**src/rtl/lsu_pkg.sv**
```systemverilog
// Shared definitions for the load/store unit: operation and state encodings,
// the default memory depth and small classification helpers.
package lsu_pkg;

   // Number of words implemented in DataMemory.
   localparam int unsigned LSU_MEM_WORDS = 64;

   // Operation encoding presented by the execute stage.
   typedef enum logic [2:0] {
      OP_LW  = 3'd0,
      OP_LH  = 3'd1,
      OP_LHU = 3'd2,
      OP_LB  = 3'd3,
      OP_LBU = 3'd4,
      OP_SW  = 3'd5,
      OP_SH  = 3'd6,
      OP_SB  = 3'd7
   } op_e;

   // Sequencer states; the encoding is also exported on the debug port.
   typedef enum logic [2:0] {
      ST_IDLE  = 3'd0,
      ST_READ  = 3'd1,
      ST_WAIT  = 3'd2,
      ST_WRITE = 3'd3,
      ST_DONE  = 3'd4
   } state_e;

   function automatic logic is_load(op_e op);
      return op inside {OP_LW, OP_LH, OP_LHU, OP_LB, OP_LBU};
   endfunction

   function automatic logic is_store(op_e op);
      return op inside {OP_SW, OP_SH, OP_SB};
   endfunction

   // Sub-word stores need a read-modify-write of the containing word.
   function automatic logic is_partial(op_e op);
      return op inside {OP_SH, OP_SB};
   endfunction

   // Word ops need a 4-byte aligned address, halfword ops a 2-byte one;
   // byte ops can never be misaligned.
   function automatic logic is_misaligned(op_e op, logic [1:0] lsb);
      logic bad;
      bad = 1'b0;
      case (op)
         OP_LW, OP_SW:         bad = (lsb != 2'b00);
         OP_LH, OP_LHU, OP_SH: bad = lsb[0];
         default:              bad = 1'b0;
      endcase
      return bad;
   endfunction

endpackage

```
**src/rtl/lsu_lane_align.sv**
```systemverilog
// Combinational lane logic for the load/store unit. Lanes are little-endian:
// byte n of a word occupies bits [8n+7:8n].
//   load_value  : addressed byte/half of 'word', sign- or zero-extended
//   merged_word : 'word' with only the addressed lane replaced by store data
module lsu_lane_align
   import lsu_pkg::*;
(
   input  logic [31:0] word,
   input  logic [1:0]  byte_sel,
   input  logic [2:0]  op,
   input  logic [15:0] store_data,
   output logic [31:0] load_value,
   output logic [31:0] merged_word
);

   logic [7:0]  byte_val;
   logic [15:0] half_val;

   // Pick the addressed byte and halfword out of the memory word.
   always_comb begin
      byte_val = word[7:0];
      case (byte_sel)
         2'd0: byte_val = word[7:0];
         2'd1: byte_val = word[15:8];
         2'd2: byte_val = word[23:16];
         2'd3: byte_val = word[31:24];
         default: byte_val = word[7:0];
      endcase
      half_val = byte_sel[1] ? word[31:16] : word[15:0];
   end

   // Extend the selected lane to 32 bits according to the load type.
   always_comb begin
      load_value = word;
      case (op)
         OP_LW:   load_value = word;
         OP_LH:   load_value = {{16{half_val[15]}}, half_val};
         OP_LHU:  load_value = {16'h0000, half_val};
         OP_LB:   load_value = {{24{byte_val[7]}}, byte_val};
         OP_LBU:  load_value = {24'h000000, byte_val};
         default: load_value = word;
      endcase
   end

   // Overwrite only the addressed lane; every other bit passes through.
   always_comb begin
      merged_word = word;
      if (op == OP_SB) begin
         case (byte_sel)
            2'd0: merged_word[7:0]   = store_data[7:0];
            2'd1: merged_word[15:8]  = store_data[7:0];
            2'd2: merged_word[23:16] = store_data[7:0];
            2'd3: merged_word[31:24] = store_data[7:0];
            default: merged_word = word;
         endcase
      end else if (op == OP_SH) begin
         if (byte_sel[1]) merged_word[31:16] = store_data;
         else             merged_word[15:0]  = store_data;
      end
   end

endmodule

```
**src/rtl/load_store_unit.sv**
```systemverilog
// Load/store sequencer in front of the word-only DataMemory. Takes one request
// at a time, checks alignment and range, then walks IDLE/READ/WAIT/WRITE/DONE
// to perform loads, full-word stores and read-modify-write sub-word stores.
// All outputs are registered.
//
// Handshake: a request (Op, Addr, StoreData) is accepted on the rising edge
// where ReqValid && ReqReady. ReqReady is 1 exactly while the unit is idle;
// the request is latched at that edge and the inputs are ignored until the
// unit is idle again. A rejected (misaligned/faulting) request is still
// consumed by the handshake, answered with a one-cycle error pulse, and the
// unit stays idle.
module load_store_unit
   import lsu_pkg::*;
#(
   parameter int unsigned MEM_WORDS = LSU_MEM_WORDS
) (
   input  logic        Clock,
   input  logic        Reset,
   input  logic        ReqValid,
   output logic        ReqReady,
   input  logic [2:0]  Op,
   input  logic [31:0] Addr,
   input  logic [31:0] StoreData,
   output logic [31:0] LoadData,
   output logic        LoadValid,
   output logic        StoreDone,
   output logic        Misaligned,
   output logic        AddrFault,
   output logic [31:0] MemAddress,
   output logic [31:0] MemWriteData,
   output logic        MemoryRead,
   output logic        MemoryWrite,
   input  logic [31:0] MemReadData,
   output logic [2:0]  DebugState
);

   state_e      state;
   op_e         op_in;
   op_e         req_op;
   logic [1:0]  req_lsb;
   logic [15:0] req_data;
   logic        misaligned_now;
   logic        fault_now;
   logic [31:0] load_value;
   logic [31:0] merged_word;

   // Classify the incoming request before it is accepted.
   assign op_in          = op_e'(Op);
   assign misaligned_now = is_misaligned(op_in, Addr[1:0]);
   assign fault_now      = (Addr >> 2) >= 32'(MEM_WORDS);

   assign DebugState = state;

   // Lane extract/merge works on the latched request and the returning word.
   lsu_lane_align u_lane_align (
      .word        (MemReadData),
      .byte_sel    (req_lsb),
      .op          (req_op),
      .store_data  (req_data),
      .load_value  (load_value),
      .merged_word (merged_word)
   );

   // Sequencer FSM with request latch and registered memory/status outputs.
   always_ff @(posedge Clock) begin
      if (Reset) begin
         state        <= ST_IDLE;
         req_op       <= OP_LW;
         req_lsb      <= 2'b00;
         req_data     <= 16'h0000;
         ReqReady     <= 1'b1;
         LoadData     <= 32'h0;
         LoadValid    <= 1'b0;
         StoreDone    <= 1'b0;
         Misaligned   <= 1'b0;
         AddrFault    <= 1'b0;
         MemAddress   <= 32'h0;
         MemWriteData <= 32'h0;
         MemoryRead   <= 1'b0;
         MemoryWrite  <= 1'b0;
      end else begin
         // Pulses and strobes default low; the states below raise them.
         LoadValid   <= 1'b0;
         StoreDone   <= 1'b0;
         Misaligned  <= 1'b0;
         AddrFault   <= 1'b0;
         MemoryRead  <= 1'b0;
         MemoryWrite <= 1'b0;
         case (state)
            ST_IDLE: begin
               if (ReqValid) begin
                  if (misaligned_now) begin
                     Misaligned <= 1'b1;
                  end else if (fault_now) begin
                     AddrFault <= 1'b1;
                  end else begin
                     req_op     <= op_in;
                     req_lsb    <= Addr[1:0];
                     req_data   <= StoreData[15:0];
                     MemAddress <= {Addr[31:2], 2'b00};
                     ReqReady   <= 1'b0;
                     if (is_store(op_in) && !is_partial(op_in)) begin
                        // Full word: no read needed, write straight away.
                        MemWriteData <= StoreData;
                        MemoryWrite  <= 1'b1;
                        StoreDone    <= 1'b1;
                        state        <= ST_WRITE;
                     end else begin
                        MemoryRead <= 1'b1;
                        state      <= ST_READ;
                     end
                  end
               end
            end
            ST_READ: begin
               // Read strobe was presented this cycle; data returns next cycle.
               state <= ST_WAIT;
            end
            ST_WAIT: begin
               if (is_load(req_op)) begin
                  LoadData  <= load_value;
                  LoadValid <= 1'b1;
                  state     <= ST_DONE;
               end else begin
                  MemWriteData <= merged_word;
                  MemoryWrite  <= 1'b1;
                  StoreDone    <= 1'b1;
                  state        <= ST_WRITE;
               end
            end
            ST_WRITE: begin
               ReqReady <= 1'b1;
               state    <= ST_IDLE;
            end
            ST_DONE: begin
               ReqReady <= 1'b1;
               state    <= ST_IDLE;
            end
            default: begin
               ReqReady <= 1'b1;
               state    <= ST_IDLE;
            end
         endcase
      end
   end

endmodule

```
**config.mk**
```make
export PLATFORM = sky130hd
export DESIGN_NAME = load_store_unit
export DESIGN_NICKNAME = d
export VERILOG_FILES = /design/src/rtl/lsu_pkg.sv /design/src/rtl/lsu_lane_align.sv /design/src/rtl/load_store_unit.sv
export SDC_FILE = /design/constraint.sdc
export NUM_CORES = 1
export LEC_CHECK = 0
export BUFFER_PORTS_ARGS = -buffer_cell sky130_fd_sc_hd__buf_2
export CAP_MARGIN = 30
export CORE_MARGIN = 2
export CORE_UTILIZATION = 52
export CTS_BUF_LIST = sky130_fd_sc_hd__clkbuf_8
export DETAILED_ROUTE_END_ITERATION = 10
export GPL_ROUTABILITY_DRIVEN = 0
export PLACE_DENSITY = 0.8
export SETUP_SLACK_MARGIN = 0.5
export SLEW_MARGIN = 20
export SYNTH_ARGS = -nofsm -noshare
export SYNTH_HDL_FRONTEND = slang
export SYNTH_HIERARCHICAL = 1
export SYNTH_SLANG_ARGS = --single-unit
```
**constraint.sdc**
```tcl
create_clock -name Clock -period 2.35 [get_ports Clock]
set_input_delay 0.3525 -clock Clock [delete_from_list [all_inputs] [get_ports Clock]]
set_output_delay 0.3525 -clock Clock [all_outputs]
set_load 0.005 [all_outputs]
```
==> results.md <==
- Clock transition at path regs: 0.08 ns
- Post-DRT Antenna Nets: 0
- Post-Route Utilization: 69.10%
- Period utilization: 77.38%
- Area growth from synthesis to layout: 28.54%
- Residual DRC count: 0
- Final Max Slew Viols: 0
- Xor-xnor portion of the synthesized cell area: 0%
- Site Rows: 41
- Number of flops mapped to enable cells by yosys: 0
- Total power: 4.609 mW
- Core area: between 10,000 and 15,000 um2
- Fraction of final layout cells sized beyond drive strength 1: 36.82%
- IO buf count: between 200 and 250
- Hold Fails Final Rpt: 0
- Power Dens Cells: around 520 nW/um2
- Relative slew slack: 57.75%
- Final wirelength: 21.49 mm
- Chip height: 118.7 um
- Post-synthesis cell type count: 55
- WHS: 0.1735 ns
- Nets: 1,102
- Register Area: 2489 um2
- Top_reg_cell synth: dfxtp_1
- Routed via count: slightly above 7,000
- TritonCTS clock tree: built
- TNS Setup: 0 ns
- Clock Skew: 0.01058 ns
- Outcome: finished, final reports clean
- Final setup fails: 0
- Fmax: 549.9 MHz
- Die span in x: 118.7 um
- Vias per cell: between 5 and 6
- CTS Buffer Depth: 2
- Main combinational cell family by area after synthesis: compound AO/OA/AOI/OAI gates
- Full die area: between 10,000 and 15,000 um2
- Routed WL per cell: 18.12 um
- Area share of fa/ha/maj cells after synthesis: 0.1464%
- CP Launch Type: register
- Worst Setup End Kind: register
- DR iter-0 viols: around 860
- CP Max Fanout: 8
- Worst skew pair latency: ~0.45 ns
- Leak Pwr: 3.616 nW
- Initial Utilization: 53.76%
- Synth Warn #: 6
- Pin count of the biggest net entering global routing: 65
- # IOs: 208
- Post-layout min period: ~1.8 ns
- Synth Area per Inst: 8.454 um2
- Synth Cell Area: ~6800 um2
- Compound-Gate Fraction of Synth Area: 25.16%
- Unrepaired setup endpoints after global routing: true
- Synth Instances: 809
- H-Tree Depth: 4
- Remaining global-route overflow: 0
- Simple logic cell fraction of the synthesized area: 24.06%
- Worst Path Arrival: 2.12 ns
- Max Cap Viol: 0
- # clock sinks: between 100 and 150
- Synth async-reset ratio: 0%
- Router iterations before antenna repair: 6
- Maximum vdd ir drop: 408.4 uV
- Path type of the worst setup path: register to register
- Post-synthesis sequential area ratio: a little over a third
- Worst slew pin tran: 0.6338 ns
- Area of the multi-input gates: 4175 um2
- First-pass GRT wire length: 33.04 mm
- Antenna violations before repair: 1
- DP Wirelength: 15.26 mm
- Vias in the first global route: 6,283
- Worst path required time: approximately 2.7 ns
- Post-synthesis mux area share: 9.001%
- Global Route Usage Sum: 29.43%
- FF+latch count, synth: around 120
- Worst hold path type: input port to register
- Num CTS Buffers: 17
- Filler instances: 1,077
- Root Driver: clkbuf_8
metal layers:
layer / wire length (um) / GRT usage (%)
met1: 8877 / 39.97
met2: 9982 / 45.26
met3: 1933 / 5.936
met4: 695 / 12.72
met5: 0 / 0
sequential cells by signal, indices dropped and copies added (netlist names):
register      count
MemAddress       30
MemoryRead        1
AddrFault         1
req_op            3
LoadData         32
req_lsb           2
MemWriteData     32
LoadValid         1
ReqReady          1
req_data         16
DebugState        3
MemoryWrite       1
Misaligned        1
metrics by stage:
stage                     cells  cell area, um2  setup slack (ns)
after floorplan             810            6892            0.4758
after global placement     1141            8087           0.07074
after detailed placement   1142            8094           0.03725
after CTS                  1174            8603            0.4792
after global routing       1186            8791            0.4937
final                      1186            8791            0.5316
cells in the final DEF (no fill, tap or decap), types with 7 or more instances in the layout:
cell type  instances
a21oi_1           70
a221o_1           17
a221oi_2          30
a22oi_1           21
buf_12            10
buf_2            204
buf_4             27
clkbuf_8          19
dfxtp_1          121
mux2_2            16
mux2i_1           38
nand2_1          131
nand2b_1          59
nor2_1            47
nor2b_1           11
nor3b_1           26
o21ai_0           14
o22ai_1           32
o31ai_1            7
or2_2              8
cells in the mapped netlist (all sizes together) (2+ instances only):
library cell  instances  area [um2]
clkinv                2       7.510
buf                  25       166.4
nor2b                12       75.07
a31o                  3       26.28
a2bb2oi               6       52.55
and3b                 3       26.28
and2                  2       12.51
nor4                  7       68.82
nor2                 54       202.7
o211ai                4       35.03
or2                   9       56.30
or3                   3       18.77
mux2                 16       180.2
a221o                17       170.2
nand2               134       503.0
a221oi               33       476.7
mux4                  2       45.04
o31ai                 8       65.06
o21a                  3       22.52
o21ai                17       85.08
a21oi                70       350.3
nand4                 2       12.51
or4                   2       15.01
nor3b                26       195.2
inv                   3       11.26
o221a                 3       33.78
o22ai                32       200.2
nand3                 7       40.04
nand2b               59       369.1
dfxtp               124        2482
clkbuf               47       176.4
a22oi                21       157.7
and3                  3       18.77
mux2i                39       390.4
final timing paths:
path / start / to / slack [ns] / depth (start not counted)
setup / recovery: req_lsb[1] / LoadData[20] / 0.53 / 6
hold / removal: Addr[2] / MemAddress[2] / 0.17 / 3
setup reg to reg: req_lsb[1] / LoadData[20] / 0.53 / 6
hold reg to reg: LoadData[19] / LoadData[19] / 0.45 / 2
critical path: stages (launching register included):
cell and delay [ns]:
dfxtp_2 0.36, mux4_2 0.61, nand3_4 0.16, nand2_1 0.08, a221o_1 0.32, nand2_1 0.07
a21oi_1 0.07
area by class of cell:
cell class,instances,share of cell area (%)
flip-flops and latches,124,28.31
multi-input cells,610,47.49
diodes,1,0.02847
clock inverters,13,2.149
inverters,5,0.2704
repair buffers,242,16.33
well taps,172,2.448
clock buffers,19,2.975
power breakdown:
part	switching, mW	internal [mW]
clock network	0.901	1.22
logic	0.220	0.171
registers	0.000610	2.10
repair_timing:
item | CTS | global route
hold buffers | 0 | 0
gates cloned | 0 | 1
endpoints found under the setup margin | 91 | 84
pin swaps | 2 | 5
buffers inserted | 0 | 10
resized for setup | 20 | 19
cell families after synthesis:
kind of cell,count (synthesis)
simple gates,327
mux,57
compound gates,222
fa+ha+maj,1
other cells,1
flops,124
buf+inv,77
(Power assumes the default switching activity.)
